==> src/rtl/timer_irq.sv <==
// timer_irq: memory-mapped down-counting timer that drives one interrupt line.
// Registers: 0 = CTRL {IM, MODE[1:0], EN}, 1 = PRESET, 2 = COUNT (read-only), 3 = unmapped.
//
// state | meaning
// ------+-----------------------------------------------------------------
// IDLE  | stopped; waits for EN to start a run
// LOAD  | copies PRESET into COUNT
// CNT   | decrements COUNT while EN is set; raises irq_pend at 0/1
// INT   | one-shot: clears EN and stops; auto-reload: drops pend and reloads
module timer_irq #(
  parameter logic [31:0] RESET_PRESET = 32'h0
) (
  input  logic        clk,
  input  logic        reset,
  input  logic [1:0]  addr,
  input  logic        we,
  input  logic [31:0] din,
  output logic [31:0] dout,
  output logic        irq
);

  typedef enum logic [1:0] {
    IDLE = 2'd0,
    LOAD = 2'd1,
    CNT  = 2'd2,
    INT  = 2'd3
  } state_t;

  localparam logic [1:0] ADDR_CTRL   = 2'd0;
  localparam logic [1:0] ADDR_PRESET = 2'd1;
  localparam logic [1:0] ADDR_COUNT  = 2'd2;
  localparam logic [1:0] MODE_AUTO   = 2'b01;

  state_t      state_q, state_d;
  logic        ctrl_en, ctrl_im;
  logic [1:0]  ctrl_mode;
  logic [31:0] preset_q;
  logic [31:0] count_q, count_d;
  logic        irq_pend;
  logic        pend_set, pend_clr, en_clr;
  logic        wr_ctrl, wr_preset;

  assign wr_ctrl   = we && (addr == ADDR_CTRL);
  assign wr_preset = we && (addr == ADDR_PRESET);

  // FSM state and counter registers
  always_ff @(posedge clk or posedge reset) begin
    if (reset) begin
      state_q <= IDLE;
      count_q <= 32'd0;
    end else begin
      state_q <= state_d;
      count_q <= count_d;
    end
  end

  // Next-state, counter update and pend/EN side effects
  always_comb begin
    state_d  = state_q;
    count_d  = count_q;
    pend_set = 1'b0;
    pend_clr = 1'b0;
    en_clr   = 1'b0;
    case (state_q)
      IDLE: begin
        if (ctrl_en) state_d = LOAD;
      end
      LOAD: begin
        // Load completes even if EN was just cleared; CNT then exits to IDLE.
        count_d = preset_q;
        state_d = CNT;
      end
      CNT: begin
        if (!ctrl_en) begin
          state_d = IDLE;
        end else if (count_q > 32'd1) begin
          count_d = count_q - 32'd1;
        end else begin
          // Terminal count: 0 and 1 both land on 0 so COUNT never wraps.
          count_d  = 32'd0;
          pend_set = 1'b1;
          state_d  = INT;
        end
      end
      INT: begin
        if (ctrl_mode == MODE_AUTO) begin
          pend_clr = 1'b1;
          state_d  = LOAD;
        end else begin
          en_clr  = 1'b1;
          state_d = IDLE;
        end
      end
      default: state_d = IDLE;
    endcase
  end

  // CTRL register; a bus write wins over the FSM's one-shot EN clear
  always_ff @(posedge clk or posedge reset) begin
    if (reset) begin
      ctrl_en   <= 1'b0;
      ctrl_mode <= 2'b00;
      ctrl_im   <= 1'b0;
    end else if (wr_ctrl) begin
      ctrl_en   <= din[0];
      ctrl_mode <= din[2:1];
      ctrl_im   <= din[3];
    end else if (en_clr) begin
      ctrl_en   <= 1'b0;
    end
  end

  // PRESET register; only sampled by LOAD, so writes never disturb a running count
  always_ff @(posedge clk or posedge reset) begin
    if (reset) begin
      preset_q <= RESET_PRESET;
    end else if (wr_preset) begin
      preset_q <= din;
    end
  end

  // Pending flag: set at terminal count, cleared by reload or any CTRL/PRESET write
  always_ff @(posedge clk or posedge reset) begin
    if (reset) begin
      irq_pend <= 1'b0;
    end else if (pend_set) begin
      irq_pend <= 1'b1;
    end else if (pend_clr || wr_ctrl || wr_preset) begin
      irq_pend <= 1'b0;
    end
  end

  // Mask gates only the output line, never the pending flag
  assign irq = irq_pend & ctrl_im;

  // Combinational read mux
  always_comb begin
    dout = 32'd0;
    case (addr)
      ADDR_CTRL:   dout = {28'd0, ctrl_im, ctrl_mode, ctrl_en};
      ADDR_PRESET: dout = preset_q;
      ADDR_COUNT:  dout = count_q;
      default:     dout = 32'd0;
    endcase
  end

endmodule
==> config.mk <==
export PLATFORM = sky130hd
export DESIGN_NAME = timer_irq
export DESIGN_NICKNAME = d
export VERILOG_FILES = /design/src/rtl/timer_irq.sv
export SDC_FILE = /design/constraint.sdc
export NUM_CORES = 1
export LEC_CHECK = 0
export ABC_AREA = 1
export BUFFER_PORTS_ARGS = -buffer_cell sky130_fd_sc_hd__buf_2
export CAP_MARGIN = 20
export CORE_UTILIZATION = 52
export DETAILED_ROUTE_END_ITERATION = 7
export PLACE_DENSITY = 0.84
export SKIP_LAST_GASP = 1
export SLEW_MARGIN = 40
export SYNTH_ARGS = -nofsm -noshare
export SYNTH_HDL_FRONTEND = slang
export SYNTH_SLANG_ARGS = --single-unit
export TNS_END_PERCENT = 1
==> constraint.sdc <==
create_clock -name clk -period 3.3 [get_ports clk]
set_clock_uncertainty 0.05 [all_clocks]
set_input_delay 0.99 -clock clk [delete_from_list [all_inputs] [get_ports clk]]
set_output_delay 0.99 -clock clk [all_outputs]
set_load 0.01 [all_outputs]
Word-level counts from Yosys, hierarchy flattened:

Cells that the tools add are included.

* bits in registers: 71
* latch bits: 0
* RAM bits: 0
* bits in read-only memories: 0
* bits of input ports: 37
* output and inout bits: 33
* word-level logic and storage cells: 50
* memories kept: 0

* $add $sub $neg: 1
* $mul: 0
* div/mod/pow operators: 0
* $lt $le $gt $ge: 1
* eq/ne operators: 9
* shift-type cells: 0
* mux-type cells: 20
* bitwise operators: 1
* reduce and logical (&&, ||, !) cells: 11

Operators by type and width (count)
* 32-bit one-hot mux with 3 select lines: 1
* 32-bit 2-to-1 mux: 2
* 32-bit one-hot mux with 2 select lines: 1
* 32-bit by 1-bit greater-than comparator with 1-bit output, second input constant: 1
* 32-bit by 1-bit subtractor with 32-bit output, second input constant: 1
* 1-bit 2-to-1 mux: 12
* 2-bit one-hot mux with 4 select lines: 1
* 2-bit by 1-bit equality test with 1-bit output, second input constant: 3
* 2-bit equality test, second input constant: 3
* 2-bit 2-to-1 mux: 3
* 2-bit nonzero test: 3
* 2-bit zero test: 2
* 2-bit != test, second input constant: 2
* 2-bit AND reduction: 2
* 3-bit != test, second input constant: 1
* 1-bit logical AND: 2
* 1-bit logical OR: 2
* 1-bit bitwise AND: 1

Logic depth before layout (Yosys ltp):

* depth after elaboration: 7
* depth in mapped cells: 14

Least setup slack after synthesis:

OpenSTA, ideal clock, no wires.

* kind: input to output
* start: in addr[0]
* end: out dout[2]
* data arrival time: 1.725 ns
* slack: 0.535 ns
* stages: 5
* path buffers: 1
* path through: inv_1 nor2_1 inv_1 clkbuf_1 o221ai_1

* word-level cells in the longest chain between the ends: 2
* elaborated cells on any way between the ends: 4

RTL lines
* from (decl): line 15 `input logic [1:0] addr,`
* 2-bit equality test, or another cell as far along: line 139 `case (addr)`
* 32-bit one-hot mux with 3 select lines (*): line 139
* to (decl): line 18 `output logic [31:0] dout,`

Mark *: on every way between the ends. The rest lies on a longest branch, timed or not.

Final worst setup path:

* start: in addr[0]
* end: out dout[14]

Same word-level chain as after synthesis.

==> summary.md <==
| Metric | Value |
|---|---|
| Status | completed |
| Worst hold path class | reg2reg |
| Synthesized area per cell | just over 7 um^2 |
| Worst IR Drop VDD | ~0.35 mV |
| Synthesized Nets | 646 |
| CP cell instances | buf_2 -> inv_1 -> nor2_1 -> inv_1 -> o22ai_1 -> buf_2 |
| Most common cell after layout, fill and taps aside | nand2_1 |
| Crit path required time | ~2300 ps |
| Num rows | 33 |
| Initial DRC count | a little over 400 |
| Area leader, netlist | dfrtp_1 |
| Register area | between 1500 and 2000 um^2 |
| Leakage | between 2 and 2.5 nW |
| Worst-skew pair later-pin latency | roughly 350 ps |
| Arr. time, crit path | approximately 2200 ps |
| Grt ovf | 0 |
| Crit path max fanout | 21 |
| Cts repair resizes | 0 |
| Max cap viols | 0 |
| YS warnings | 0 |
| Vias in the first global route | 4,240 |
| Synth cell types | 33 |
| Hold Vio Cnt, Final | 0 |
| Fmax | 307 MHz |
| Synth Instances | between 600 and 700 |
| Drt total wl | about 13,000 um |
| Post-CTS Repair Setup Buffers | 0 |
| Vias per cell | around 5.7 |
| Pre-antenna DRT Iters | 7 |
| Clock Pin Slew Worst Setup and Hold Paths | 80 ps |
| Sequential area share after synthesis | slightly above 40% |
| Setup crit end kind | primary output |
| CTS Hold Bufs | 0 |
| Remaining DRCs | 0 |
| Share of Yosys cell area claimed by the top area cell type | 40.6% |
| Area growth syn-to-layout | 13.7% |
| Initial antenna violation count | 0 |
| Pwr dens | ~750 nW/um^2 |
| Layout net count | 710 |
| WL per Instance | 16.5 um |
| Period utilisation layout | just under 100% |
| Global placer's final weighted congestion | around 0.92 |
| CTS tree | done |
| CTS Buf Count | 9 |
| Port bufs | about 70 |
| Largest net degree at the start of global routing | 35 |
| H-tree depth | 3 |
| Hold_ws | 464 ps |
| Die height | 93.7 um |
| CP peak stage delay | roughly 580 ps |
| FILL cells | roughly 760 |
| Die Wd | roughly 94 um |
| Antenna diodes | 0 |
| CP Launch Type | input port |
| Final ANT Viol Nets | 0 |
| HPWL after DPL | 9760 um |
| Clk sink count | 71 |
| Area occupied by multi-input gates | roughly 2200 um^2 |
| Initial Util | between 50% and 60% |
| First-pass GRT wire length | around 21,000 um |
| RSZ-0062 raised after global routing | true |
| Ports | 70 |
| Most frequent cells in the layout | 106 x nand2_1, 85 x inv_1, 83 x nor2_1 |
| Seq cells post-synth | 71 |
| Die ar. | 8790 um^2 |
| Layout cell share with drive strength beyond 1 | between 20% and 30% |
| Core area | roughly 8200 um^2 |
| Largest cells by area after synthesis | dfrtp_1 41%, nand2_1 9.2%, inv_1 7.4% |
| Root buffer cell | clkbuf_8 |
| Crit Path Class | in2out |
| Minimum clock period | between 3000 and 4000 ps |
| Synth Cell Area | 4380 um^2 |
| Worst relative slew slack | 46.1% |
| Slowest cell on the critical path | inv_1 |
| Worst Tran Pin Value | between 800 and 900 ps |
| Final Slew Violations | 0 |
| DR vias | approximately 4.5k |
| Total design power | approximately 3.7 mW |
| Overall routing resource usage | a little under a third |
| CTS max path bufs | 2 |
| Final setup fails | 0 |
-- registers in the layout (all words and copies together), names as in the netlist --
name and cells:
ctrl_en 1, ctrl_mode 2, state_q 2, count_q 32, preset_q 32, irq_pend 1
ctrl_im 1
-- critical path: cells and delay by family --
family                 cells  cell delay, ps
buffers and inverters      4             960
AO/OA/AOI/OAI              1             210
AND/OR/NAND/NOR            1              60
-- metrics by stage --
stage               cell area [um^2]  worst slack (ps)  std cells  TNS [ps]  utilization (%)
floorplan                       4380               463        607         0                -
global placement                4800               145        765         0             58.7
detailed placement              4800              22.9        765         0             58.7
CTS                             4970              24.3        780         0             60.8
global route                    4970             -74.4        780      -200             60.8
finish                          4970              41.3        780         0             60.8
-- power by group --
part | total (mW) | switching [mW] | leakage (nW) | internal, mW
combinational | 1.61 | 1.06 | 1.53 | 0.546
sequential | 1.49 | 0.345 | 0.818 | 1.14
clock | 0.636 | 0.347 | 0.0881 | 0.289
-- cell type report --
class | instances | area share (%)
clock inverter | 5 | 0.704
timing repair buffer | 77 | 8.15
multi-input combinational | 424 | 43.4
tap | 105 | 2.64
clock buffer | 10 | 2.77
inverter | 88 | 6.64
sequential | 71 | 35.7
-- synthesized netlist by cell type (all sizes together) --
cell type / number
nand2: 117
nor2: 104
inv: 88
dfrtp: 71
o21ai: 56
a21oi: 54
nand3: 32
o22ai: 19
buf: 12
clkbuf: 12
mux2: 9
a22oi: 8
xor2: 8
nand4: 5
o211ai: 3
ha: 2
o21a: 2
o221ai: 2
nor3: 1
nor4: 1
or2: 1
-- cells by family (layout without fill, tap and decap cells) --
logic type / Yosys count / in the layout / share of synthesized area, %
simple gates: 261 / 261 / 26.7
xor+xnor: 8 / 8 / 1.60
fa+ha+maj: 2 / 2 / 0.572
flops: 71 / 71 / 40.6
buf+inv: 112 / 180 / 10.2
mux: 9 / 9 / 2.32
compound gates: 144 / 144 / 18.1
-- metal layers --
metal	part of all wire [%]	up-vias	track usage (%)	routed length (um)
met1	44	2116	44.2	5630
met5	0	-	0	0
met4	2.7	0	13.7	344
li1	-	2093	-	-
met2	45	237	48.2	5870
met3	8.2	35	5.02	1060
-- path summary, 6_finish.rpt --
kind	end	startpoint	cells after the start	slack, ps
worst max-delay path	dout[14]	addr[0]	6	40
worst min register to register	preset_q[2]$_DFFE_PP0P_	preset_q[2]$_DFFE_PP0P_	2	460
worst min-delay path	preset_q[2]$_DFFE_PP0P_	preset_q[2]$_DFFE_PP0P_	2	460
max in group asynchronous	preset_q[30]$_DFFE_PP0P_	reset	3	1830
worst max register to register	count_q[28]$_DFFE_PP0P_	state_q[0]$_DFFE_PP0P_	5	890
min in group asynchronous	count_q[21]$_DFFE_PP0P_	reset	2	620
Note: power is estimated with default switching activity, not from simulation.
